[src/rtl/scan_fifo_pkg.sv]
// Shared helpers for the parametrised scan FIFO: address sizing, scan chain
// length and the bit position of each field inside the scan chain.
package scan_fifo_pkg;

    typedef enum logic [1:0] {
        OP_HOLD,
        OP_PUSH,
        OP_POP,
        OP_SWAP
    } fifo_op_t;

    localparam int CHAIN_OFF_COUNT = 0;

    function automatic int clog2(input int value);
        int result;
        result = 0;
        for (int v = value - 1; v > 0; v = v >> 1) begin
            result++;
        end
        return result;
    endfunction

    // Chain order, MSB first: dataout, underflow, overflow, rd_p, wr_p, count.
    function automatic int chain_len(input int dataW, input int depth);
        return dataW + 2 + 3 * clog2(depth) + 1;
    endfunction

    function automatic int chain_off_wr(input int depth);
        return CHAIN_OFF_COUNT + clog2(depth) + 1;
    endfunction

    function automatic int chain_off_rd(input int depth);
        return chain_off_wr(depth) + clog2(depth);
    endfunction

    function automatic int chain_off_ovf(input int depth);
        return chain_off_rd(depth) + clog2(depth);
    endfunction

    function automatic int chain_off_unf(input int depth);
        return chain_off_ovf(depth) + 1;
    endfunction

    function automatic int chain_off_data(input int depth);
        return chain_off_unf(depth) + 1;
    endfunction

endpackage

[src/rtl/scan_fifo_mem.sv]
// Storage array for the scan FIFO: one write port, one combinational read port.
// The array is deliberately outside both reset and the scan chain.
module scan_fifo_mem
    import scan_fifo_pkg::*;
#(
    parameter int DATA_W = 10,
    parameter int DEPTH  = 16,
    localparam int AW    = clog2(DEPTH)
) (
    input  logic              clk,
    input  logic              i_wrEn,
    input  logic [AW-1:0]     i_wrAddr,
    input  logic [DATA_W-1:0] i_wrData,
    input  logic [AW-1:0]     i_rdAddr,
    output logic [DATA_W-1:0] o_rdData
);

    logic [DATA_W-1:0] r_mem [DEPTH];

    always_ff @(posedge clk) begin
        if (i_wrEn) begin
            r_mem[i_wrAddr] <= i_wrData;
        end
    end

    assign o_rdData = r_mem[i_rdAddr];

endmodule

[src/rtl/scan_fifo_param.sv]
// Parametrised synchronous FIFO with sticky error flags and a shift-mode scan
// chain covering dataout, error flags, both pointers and the occupancy count.
module scan_fifo_param
    import scan_fifo_pkg::*;
#(
    parameter int DATA_W   = 10,
    parameter int DEPTH    = 16,
    parameter int AF_LEVEL = DEPTH - 2,
    parameter int AE_LEVEL = 2,
    localparam int AW      = clog2(DEPTH)
) (
    input  logic              clk,
    input  logic              reset,
    input  logic              w_en,
    input  logic [DATA_W-1:0] datain,
    input  logic              r_en,
    input  logic              clr_err,
    output logic [DATA_W-1:0] dataout,
    output logic              empty,
    output logic              full,
    output logic              almost_empty,
    output logic              almost_full,
    output logic [AW:0]       count,
    output logic              overflow,
    output logic              underflow,
    input  logic              TM,
    input  logic              SE,
    input  logic              SI,
    output logic              SO
);

    localparam int L        = chain_len(DATA_W, DEPTH);
    localparam int OFF_WR   = chain_off_wr(DEPTH);
    localparam int OFF_RD   = chain_off_rd(DEPTH);
    localparam int OFF_OVF  = chain_off_ovf(DEPTH);
    localparam int OFF_UNF  = chain_off_unf(DEPTH);
    localparam int OFF_DATA = chain_off_data(DEPTH);

    localparam logic [AW:0] FULL_CNT = (AW + 1)'(DEPTH);
    localparam logic [AW:0] AF_CNT   = (AW + 1)'(AF_LEVEL);
    localparam logic [AW:0] AE_CNT   = (AW + 1)'(AE_LEVEL);

    logic [DATA_W-1:0] r_dataout;
    logic              r_overflow;
    logic              r_underflow;
    logic [AW-1:0]     r_rdPtr;
    logic [AW-1:0]     r_wrPtr;
    logic [AW:0]       r_count;

    logic              w_scanShift;
    logic              w_empty;
    logic              w_full;
    logic              w_wrAccept;
    logic              w_rdAccept;
    logic [DATA_W-1:0] w_memRdData;
    logic [L-1:0]      w_chain;
    logic [L-1:0]      w_shifted;
    fifo_op_t          w_op;

    assign w_scanShift = TM & SE;
    assign w_empty     = (r_count == '0);
    assign w_full      = (r_count == FULL_CNT);

    // A full FIFO still drains and an empty one still fills; only the
    // impossible half of a simultaneous request is dropped.
    assign w_wrAccept = w_en & ~w_full & ~w_scanShift;
    assign w_rdAccept = r_en & ~w_empty & ~w_scanShift;

    assign w_chain   = {r_dataout, r_underflow, r_overflow, r_rdPtr, r_wrPtr, r_count};
    assign w_shifted = {w_chain[L-2:0], SI};

    always_comb begin
        w_op = OP_HOLD;
        case ({w_wrAccept, w_rdAccept})
            2'b10:   w_op = OP_PUSH;
            2'b01:   w_op = OP_POP;
            2'b11:   w_op = OP_SWAP;
            default: w_op = OP_HOLD;
        endcase
    end

    scan_fifo_mem #(
        .DATA_W (DATA_W),
        .DEPTH  (DEPTH)
    ) u_mem (
        .clk      (clk),
        .i_wrEn   (w_wrAccept),
        .i_wrAddr (r_wrPtr),
        .i_wrData (datain),
        .i_rdAddr (r_rdPtr),
        .o_rdData (w_memRdData)
    );

    // Scan shift takes priority over every functional update.
    always_ff @(posedge clk or posedge reset) begin
        if (reset) begin
            r_dataout   <= '0;
            r_overflow  <= 1'b0;
            r_underflow <= 1'b0;
            r_rdPtr     <= '0;
            r_wrPtr     <= '0;
            r_count     <= '0;
        end else if (w_scanShift) begin
            r_dataout   <= w_shifted[L-1:OFF_DATA];
            r_underflow <= w_shifted[OFF_UNF];
            r_overflow  <= w_shifted[OFF_OVF];
            r_rdPtr     <= w_shifted[OFF_RD +: AW];
            r_wrPtr     <= w_shifted[OFF_WR +: AW];
            r_count     <= w_shifted[CHAIN_OFF_COUNT +: AW + 1];
        end else begin
            if (w_rdAccept) begin
                r_dataout <= w_memRdData;
                r_rdPtr   <= r_rdPtr + 1'b1;
            end
            if (w_wrAccept) begin
                r_wrPtr <= r_wrPtr + 1'b1;
            end
            case (w_op)
                OP_PUSH: r_count <= r_count + 1'b1;
                OP_POP:  r_count <= r_count - 1'b1;
                default: r_count <= r_count;
            endcase
            // Setting an error wins over clearing it in the same cycle.
            if (w_en && w_full) begin
                r_overflow <= 1'b1;
            end else if (clr_err) begin
                r_overflow <= 1'b0;
            end
            if (r_en && w_empty) begin
                r_underflow <= 1'b1;
            end else if (clr_err) begin
                r_underflow <= 1'b0;
            end
        end
    end

    assign dataout      = r_dataout;
    assign overflow     = r_overflow;
    assign underflow    = r_underflow;
    assign count        = r_count;
    assign empty        = w_empty;
    assign full         = w_full;
    assign almost_full  = (r_count >= AF_CNT);
    assign almost_empty = (r_count <= AE_CNT);
    assign SO           = w_chain[L-1];

endmodule

[config.mk]
export PLATFORM = sky130hd
export DESIGN_NAME = scan_fifo_param
export DESIGN_NICKNAME = d
export VERILOG_FILES = /design/src/rtl/scan_fifo_pkg.sv /design/src/rtl/scan_fifo_mem.sv /design/src/rtl/scan_fifo_param.sv
export SDC_FILE = /design/constraint.sdc
export NUM_CORES = 1
export LEC_CHECK = 0
export BUFFER_PORTS_ARGS = -buffer_cell sky130_fd_sc_hd__clkbuf_2
export CAP_MARGIN = 20
export CELL_PAD_IN_SITES_DETAIL_PLACEMENT = 2
export CELL_PAD_IN_SITES_GLOBAL_PLACEMENT = 2
export CORE_AREA = 2 2 128 130
export DETAILED_ROUTE_END_ITERATION = 8
export DIE_AREA = 0 0 130 132
export PLACE_DENSITY_LB_ADDON = 0.15
export SLEW_MARGIN = 20
export SYNTH_ARGS = -nofsm -noshare
export SYNTH_HDL_FRONTEND = slang
export SYNTH_HIERARCHICAL = 1
export SYNTH_SLANG_ARGS = --single-unit
[constraint.sdc]
create_clock -name clk -period 5.6 [get_ports clk]
set_input_delay 0.56 -clock clk [delete_from_list [all_inputs] [get_ports clk]]
set_output_delay 0.56 -clock clk [all_outputs]
set_load 0.01 [all_outputs]
Word-level counts from Yosys, hierarchy flattened
Memory sizes are Yosys's and may differ from the RTL's.
Cells that the tools add are included.
Cells by class
  $add $sub $neg: 4
  $mul: 0
  div/mod/pow operators: 0
  order comparisons: 2
  equal/unequal tests: 6
  shifts and indexed selects: 0
  mux-type cells: 16
  bitwise gates (word level): 8
  reductions and logical operators: 8
Operators by type and width (number)
  2-to-1 mux 10 bit: 2
  2-to-1 mux 4 bit: 4
  one-hot mux 5 bit (2 select lines): 1
  nonzero test 3 bit: 3
  adder 4 x 1 -> 4 bit (second input constant): 2
  2-to-1 mux 1 bit: 7
  equality test 2 bit (second input constant): 3
  one-hot mux 2 bit (3 select lines): 1
  adder 5 x 1 -> 5 bit (second input constant): 1
  bitwise AND 1 bit: 5
  equality test 5 bit (second input constant): 1
  greater-or-equal comparator 5 x 4 -> 1 bit (second input constant): 1
  less-or-equal comparator 5 x 2 -> 1 bit (second input constant): 1
  logical NOT 5 bit: 1
  2-to-1 mux 5 bit: 1
  subtractor 5 x 1 -> 5 bit (second input constant): 1
  equality test 2 x 1 -> 1 bit (second input constant): 2
  nonzero test 2 bit: 2
  inverter 1 bit: 3
  logical AND 1 bit: 2
Storage, ports and cells
  flip-flop bits (word level): 25
  bits in latches: 0
  bits in writable memories: 160
  bits in read-only memories: 0
  input bits: 18
  logic and storage cells: 51
  memories: 1
Memories
  u_mem.r_mem: words 16, bits a word 10, rd ports 1, clocked after Yosys merged registers in 0, write ports 1, RTL line scan_fifo_mem.sv:18  | logic [DATA_W-1:0] r_mem [DEPTH];

Logic depth before layout (Yosys ltp)
Gate-level depths: netlist of run 1.
  depth after elaboration: 9
  gate-level depth with buffers: 10
  depth with buffers taken out: 9

Hierarchy
The synthesis of run 1 kept the hierarchy.
Modules (own cells, without submodules)
  scan_fifo_mem: times used 1, cells an instance 269, area an instance 6153.4 um2
  scan_fifo_param: times used 1, cells an instance 178, area an instance 1569.0 um2

Least setup slack after synthesis of run 1
No wires, ideal clock.
  kind: input to register
  start: input port w_en
  end: memory u_mem.r_mem[0][0], enable pin
  setup time: 0.390 ns
  arrival: 2.553 ns
  required time: 5.210 ns
  path slack: 2.657 ns
  stages: 5
  buffers on the path: 1
  cells stage by stage: clkbuf_1 > a21boi_1 > and2_1 > or3b_1 > nor3_1
Between the ends
  longest elaborated chain between the ends: 4
Ends and longest elaborated chain
  start, declared: RTL line scan_fifo_param.sv:14  | input logic w_en,
  bitwise AND 1 bit (2 in series): RTL line scan_fifo_param.sv:66  | assign w_wrAccept = w_en & ~w_full & ~w_scanShift;
  net w_wrAccept: RTL line scan_fifo_param.sv:53  | logic w_wrAccept;
  2-to-1 mux 1 bit: RTL line scan_fifo_mem.sv:21  | if (i_wrEn) begin
  2-to-1 mux 1 bit (implied by the code): RTL line scan_fifo_mem.sv:22  | r_mem[i_wrAddr] <= i_wrData;
  end, declared: RTL line scan_fifo_mem.sv:18
The timed path passes the listed nets, and every way through them passes these cells.

Final worst setup path of run 1
  start: register r_count[2], in the netlist count[2]
  end: memory u_mem.r_mem[2][6], enable pin
Between the ends
  longest elaborated chain between the ends: 6
Ends and longest elaborated chain
  start, declared: RTL line scan_fifo_param.sv:48  | logic [AW:0] r_count;
  start signal, assigned: RTL line scan_fifo_param.sv:109  | r_count <= w_shifted[CHAIN_OFF_COUNT +: AW + 1];
  start signal, assigned: RTL line scan_fifo_param.sv:119  | OP_PUSH: r_count <= r_count + 1'b1;
  start signal, assigned: RTL line scan_fifo_param.sv:120  | OP_POP: r_count <= r_count - 1'b1;
  equality test 5 bit: RTL line scan_fifo_param.sv:62  | assign w_full = (r_count == FULL_CNT);
  inverter 1 bit: RTL line scan_fifo_param.sv:66
  bitwise AND 1 bit (2 in series): RTL line scan_fifo_param.sv:66
  net w_wrAccept: RTL line scan_fifo_param.sv:53
  2-to-1 mux 1 bit: RTL line scan_fifo_mem.sv:21
  2-to-1 mux 1 bit (implied by the code): RTL line scan_fifo_mem.sv:22
The timed path passes the listed nets, and every way through them passes these cells.

==> results of run 1 <==
## cells by family (layout without fill, tap and decap cells)
| group | after synthesis | after routing | share of synthesized area [%] |
|---|---|---|---|
| DFF | 185 | 185 | 70.3 |
| and+or+nand+nor | 104 | 104 | 6.40 |
| AOI/OAI and AO/OA | 64 | 64 | 5.78 |
| muxes | 54 | 54 | 14.1 |
| buffers and inverters | 32 | 81 | 2.38 |
| xor gates and xnor gates | 5 | 5 | 0.567 |
| adders and majority gates | 3 | 3 | 0.486 |
## routing by layer
metal	wire length, um	vias to the layer above	GRT usage [%]
met1	8590	2276	34.5
met5	0	-	0
met4	227	0	5.91
met2	10500	139	41.2
li1	-	1856	-
met3	947	21	5.28
## stage by stage
stage | setup slack [ns] | power (uW) | instances | utilization, % | area, um^2
after floorplan | 2.66 | 2690 | 447 | - | 7720
after global placement | 2.58 | 3020 | 678 | 51.3 | 8070
after detailed placement | 2.47 | 3110 | 678 | 51.3 | 8070
after CTS | 2.52 | 4340 | 710 | 55.1 | 8650
after global routing | 2.26 | 4500 | 712 | 55.2 | 8670
final | 2.47 | 4320 | 712 | 55.2 | 8670
## cells in the mapped netlist, drive strengths merged (2+ instances only)
master,instances,area share (%)
nor3,6,0.39
nand4,2,0.16
dfrtp,25,8.1
xnor2,2,0.23
and2,3,0.24
mux4,40,12
a21oi,5,0.32
inv,4,0.19
o211ai,2,0.19
or2,2,0.16
nand3b,2,0.19
ha,3,0.49
a31oi,2,0.16
nand3,9,0.58
nor2,24,1.2
nor4,2,0.36
xor2,3,0.34
o21ai,20,1.5
nand2b,4,0.32
edfxtp,160,62
mux2i,14,1.8
a22oi,24,2.3
nand2,42,2.0
buf,16,1.6
nor2b,5,0.41
clkbuf,12,0.58
## power breakdown
part	switching (uW)	leakage, uW	internal, uW
combinational	670	0.000940	507
sequential	258	0.00175	1670
clock	521	0.000276	698
## final cells by class
cell class	count	area (um^2)
fill	1369	7040
sequential	185	5430
clock inverter	13	151
inverter	4	15.0
multi-input combinational	230	2130
tap	216	270
timing repair buffer	45	240
clock buffer	19	433
## registers in the layout (all words and copies together), names as in the netlist
name and count:
overflow 1, u_mem/r_mem 160, count 5, dataout 10, r_rdPtr 4, r_wrPtr 4, underflow 1
## worst max-delay path by stage
stage          startpoint  depth (start not counted)           endpoint  slack [ns]
2_1_floorplan        w_en                          5  u_mem/r_mem[0][0]        2.66
3_3_place_gp         w_en                          5  u_mem/r_mem[1][4]        2.58
3_5_place_dp         w_en                          5  u_mem/r_mem[0][9]        2.47
4_1_cts          count[2]                          5  u_mem/r_mem[2][6]        2.52
5_1_grt          count[2]                          5  u_mem/r_mem[2][3]        2.26
6_report         count[2]                          5  u_mem/r_mem[2][6]        2.47
==> reports/metrics.yaml, run 1 <==
remaining_drc_errors: 0
critPathRequiredTime_ns: 5.65
grt_max_degree: 46
path_clk_slew_ns: 0.07
cp.arrival_ns: 3.18
period_minus_slack_ns: 3.13
initial_core_util_pct: 49.1
setup_violations: 0
cp.buffers_inverters: 0
clockBufferDepth: 2
synth_edf_count: 160
tightest_slew_ns: 1.14
routabilityCongestion: 0.827
synth_flop_cell: "edfxtp_1"
yosysSeqAreaShare_pct: 70.3
power_density_mw_per_mm2: 498
area_delta_synth_final_pct: 12.3
mostFrequentLayoutCells: "edfxtp_1 (160), nand2_1 (42), clkbuf_2 (39)"
grt_pass1_wl_um: 30100
worstPathCellList: "nor4_4, a21boi_1, and2_1, or3b_1, nor2_1"
rows: 46
ys_seq_elements: 185
clock_latency_ns: 0.43
syn_nets: 468
cp_max_fo: 14
root_buffer: "clkbuf_16"
syn-instance-count: 447
grt.overflow.total: 0
drive_gt1_share_pct: 22.8
diodes: 0
vdd_ir_drop_max_uv: 255
startpoint_type: "flop"
p_leak_uw: 0.00296
rr_worst_depth: 5
detail-route-antenna-nets: 0
synth_cell_type_count: 49
clock.fmax_ghz: 0.320
grt_use_total_pct: 25.0
cp_slowest_stage_delay_ns: 0.79
vias_per_cell: 6.03
r2r_end: "u_mem/r_mem[2][6]"
cts.htree.levels: 4
critPathTopFamily: "simple AND/OR/NAND/NOR gates"
worstSetupPathType: "reg2reg"
hold_violations: 0
die_h_um: 132
cts_buffers: 17
dr.pass1.iters: 9
synth_area_per_cell_um2: 17.3
setup_tns_ns: 0
vias: 4292
final_max_slew_viol_count: 0
holdBufCountCts: 0
post_cts_buffers: 0
cp_slowest_cell: "nor2_1"
drt-initial-drc-count: 360
post-dp-hpwl_um: 12800
maxCapViolations: 0
drt_wl_total_um: 20300
yosysWarnings: 6
rsz0062_at_grt: "false"
io_buffer_count: 39
skew_ns: 0.0119
regToRegStartpoint: "count[2]"
core_mm2: 0.0157
endpoint_kind: "flop"
min_period_over_period_pct: 55.9
cts_num_sinks: 185
post_drt_wl_per_cell_um: 28.5
grt_pass1_vias: 4554
nets: 504
final_common_cell: "edfxtp_1"
syn_area_mm2: 0.00772
die_area_mm2: 0.0172
cts_tree: "built"
status: "completed"
whs_ns: 0.206
post_cts_resized: 0
antenna_found_initial: 0
hp-class: "in2async"
die_w_um: 130
relSlewSlack_pct: 23.8
async_flop_share_pct: 13.5
reg2reg_slack_ns: 2.47
ios: 40
Note: power is estimated with default switching activity, not from simulation.
==> inputs of run 2 (changes only) <==
--- a/config.mk
+++ b/config.mk
@@ -5,13 +5,14 @@
 export SDC_FILE = /design/constraint.sdc
 export NUM_CORES = 1
 export LEC_CHECK = 0
+export ABC_AREA = 1
 export BUFFER_PORTS_ARGS = -buffer_cell sky130_fd_sc_hd__clkbuf_2
 export CAP_MARGIN = 20
 export CELL_PAD_IN_SITES_DETAIL_PLACEMENT = 2
 export CELL_PAD_IN_SITES_GLOBAL_PLACEMENT = 2
-export CORE_AREA = 2 2 128 130
+export CORE_AREA = 2 2 157 159
 export DETAILED_ROUTE_END_ITERATION = 8
-export DIE_AREA = 0 0 130 132
+export DIE_AREA = 0 0 159 161
 export PLACE_DENSITY_LB_ADDON = 0.15
 export SLEW_MARGIN = 20
 export SYNTH_ARGS = -nofsm -noshare
==> constraint.sdc (replaced) <==
create_clock -name clk -period 2.65 [get_ports clk]
set_input_delay 0.265 -clock clk [delete_from_list [all_inputs] [get_ports clk]]
set_output_delay 0.265 -clock clk [all_outputs]
set_load 0.01 [all_outputs]
==> run 2 against run 1 <==
Effect of this change:
- sequential power increased by 95%
- critical endpoint is now count[4]
- worst hold slack got worse by 0.052 ns
- power increased by 130%
- cell area increased by 11%
- utilization decreased by 15 points
- clock skew about the same
- largest cell class unchanged
==> reports/metrics.yaml, run 2 <==
status: "completed"
hold_path_startpoint: "clr_err"
detail-route-antenna-nets: 0  # unchanged
cts_buffers: 17  # unchanged
clock_latency_ns: 0.44  # about the same
dr.pass1.iters: 4  # -5
yosysSeqAreaShare_pct: 64.4  # -6.0 points
rows: 57  # +24%
p_leak_uw: 0.00426  # +44%
nets: 928  # +84%
path_common_cell: "nand2_1"
min_period_over_period_pct: 83.0  # +27 points
synth_flop_cell: "edfxtp_1"
root_buffer: "clkbuf_16"
drive_gt1_share_pct: 12.6  # -10 points
ff_latch_area_mm2: 0.00543  # about the same
worst_slack_ns: 0.450  # -2.02 ns
critPathTopFamily: "simple AND/OR/NAND/NOR gates"
regToRegStartpoint: "count[0]"
period_minus_slack_ns: 2.20  # -0.928 ns
grt_pass1_wl_um: 39800  # +32%
final_util_pct: 40.2  # -15 points
cp-startpoint: "count[0]"
vias_per_cell: 4.87  # -19%
skew_ns: 0.0116  # -0.000349 ns
max_flop_register: "u_mem/r_mem"
largest_reg_flops: 160  # unchanged
p_seq_share_pct: 37.2  # -7.4 points
cp_slowest_stage_delay_ns: 0.45  # -0.34 ns
initial_core_util_pct: 35.2  # -14 points
synth_area_per_cell_um2: 9.87  # -43%
cp.arrival_ns: 2.54  # -0.64 ns
grt_pass1_vias: 6789  # +49%
die_area_mm2: 0.0256  # +49%
clock.fmax_ghz: 0.454  # +42%
syn-instance-count: 855  # +91%
cp.buffers_inverters: 1  # +1
tightest_slew_ns: 0.606  # -0.534 ns
grt_use_total_pct: 20.8  # -4.3 points
die_h_um: 161  # +22%
netlist_top_cells_count: "nand2_1 (263), edfxtp_1 (160), inv_1 (148)"
fill_cells: 2619  # +91%
swShare_pct: 40.2  # +6.7 points
clkPwrFrac_pct: 25.2  # -3.0 points
synth_top_area_cell: "edfxtp_1"
grt_max_degree: 85  # +85%
multiInputGateArea_mm2: 0.00221  # +3.9%
hp-class: "in2reg"
syn_area_mm2: 0.00844  # +9.3%
cts.htree.levels: 4  # unchanged
cts_num_sinks: 185  # unchanged
netlist.area_leader.share_pct: 56.9  # -5.3 points
synth_cell_type_count: 33  # -33%
routabilityCongestion: 0.828  # +0.12%
crit_cells: 14  # +9
worstSetupPathType: "reg2reg"
syn_nets: 876  # +87%
ys_top_cells_by_area: "edfxtp_1 (57%), nand2_1 (12%), nand3_1 (8.0%)"
rr_worst_depth: 14  # +9
clockBufferDepth: 2  # unchanged
maxCapViolations: 0  # unchanged
die_w_um: 159  # +22%
drt-initial-drc-count: 323  # -10%
mostFrequentLayoutCells: "nand2_1 (263), edfxtp_1 (160), inv_1 (147)"
cp_slowest_cell: "dfrtp_1"
power_density_mw_per_mm2: 1050  # +110%
vias: 6060  # +41%
synth_edf_count: 160  # unchanged
pwr-share-comb_pct: 37.6  # +10 points
drt_wl_total_um: 25700  # +27%
ys_seq_elements: 185  # unchanged
switchingPower_uw: 4050  # +180%
post-dp-hpwl_um: 16300  # +27%
vdd_ir_drop_max_uv: 859  # +240%
async_flop_share_pct: 13.5  # unchanged
startpoint_type: "flop"
internal-power_uw: 6040  # +110%
final_max_slew_viol_count: 0  # unchanged
io_buffer_count: 39  # unchanged
worstPathCellList: "inv_1, nand3_2, nand2_4, nor2_8, nand2_4, xor2_1, ha_1, o21bai_2, nand2_1, nand2_1, nand2_1, nand3_1, nand2_1, nand2_1"
final_common_cell: "nand2_1"
place_ws_ns: 0.413  # -2.06 ns
cts_tree: "built"
setup_violations: 0  # unchanged
setup_tns_ns: 0  # unchanged
area_delta_synth_final_pct: 14.3
endpoint_kind: "flop"
rsz0062_at_grt: "false"
core_mm2: 0.0240  # +53%
power_uw: 10100  # +130%
holdPathStages: 4
path_clk_slew_ns: 0.07  # about the same
layout.cells.non_filler: 1244  # +75%
hold_violations: 0  # unchanged
relSlewSlack_pct: 59.6  # +36 points
synthMostInstantiatedCell: "nand2_1"
ios: 40  # unchanged
grt.overflow.total: 0  # unchanged
remaining_drc_errors: 0  # unchanged
post_cts_buffers: 0  # unchanged
dpl.cell_count: 1211  # +79%
cp_max_fo: 15  # +1
yosysWarnings: 6  # unchanged
post_drt_wl_per_cell_um: 20.7  # -28%
critPathRequiredTime_ns: 2.99  # -2.66 ns
antenna_found_initial: 1  # +1
run 2: changes by cell type after synthesis, sizes merged, moves of 12 or more:
| cell | change |
|---|---|
| nand2 | +228 |
| inv | +147 |
| nand3 | +128 |
| mux4 | -40 |
| a22oi | -21 |
| mux2i | -14 |
| buf | +12 |
run 2: path summary, 6_finish.rpt:
path                                   end  slack, ns
worst min-delay path              overflow       0.15
worst max-delay path              count[4]       0.45
worst max register to register    count[4]       0.45
max in group asynchronous       r_rdPtr[0]       1.82
worst min register to register  dataout[4]       0.52
min in group asynchronous       dataout[0]       0.43
run 2: cell type report:
cell class              instances  share of cell area (%)
clock inverters                14                    1.50
multi-input cells             482                    22.9
clock buffers                  17                    4.41
flip-flops and latches        185                    56.3
well taps                     324                    4.20
inverters                     152                    5.97
repair buffers                 69                    4.64
diodes                          1                  0.0259
run 2: logic make-up (layout without fill, tap and decap cells):
family / count (synthesis) / in the layout / share of synthesized area [%]
AOI/OAI and AO/OA: 36 / 36 / 2.79
xor gates and xnor gates: 6 / 6 / 0.623
adders and majority gates: 3 / 3 / 0.445
buffers and inverters: 188 / 252 / 9.45
DFF: 185 / 185 / 64.4
other: 0 / 1 / 0
and+or+nand+nor: 437 / 437 / 22.3
run 2: repair_timing:
item | CTS | global route
hold endpoints to repair | 0 | 25
endpoints found under the setup margin | 0 | 0
gates resized for setup | 0 | 0
hold buffers | 0 | 1
run 2: tightest hold or removal path, cell delays in order:
cell and delay [ns]:
clkbuf_2 0.07, nor2_1 0.05, nand3_1 0.07, o211ai_1 0.08
run 2: metal layers:
layer	vias to the layer above	share of wire, %	GRT usage, %
met4	0	0.89	4.63
met3	14	3.0	2.77
met1	3111	43	26.0
met2	65	53	38.2
li1	2870	-	-
met5	-	0	0
run 2: power by group through the flow:
stage	clock [uW]	sequential, uW	combinational [uW]
floorplan	0	3810	2400
global placement	0	3790	3660
detailed placement	0	3820	3820
CTS	2610	3760	3870
global route	2710	3800	4240
finish	2540	3750	3790
run 2: metrics by stage:
| step | instance area, um^2 | hold slack, ns |
|---|---|---|
| final | 9640 | 0.155 |
| after global placement | 9060 | 0.496 |
| after CTS | 9630 | 0.105 |
| after detailed placement | 9060 | 0.508 |
| after floorplan | 8440 | 0.292 |
| after global routing | 9640 | 0.186 |
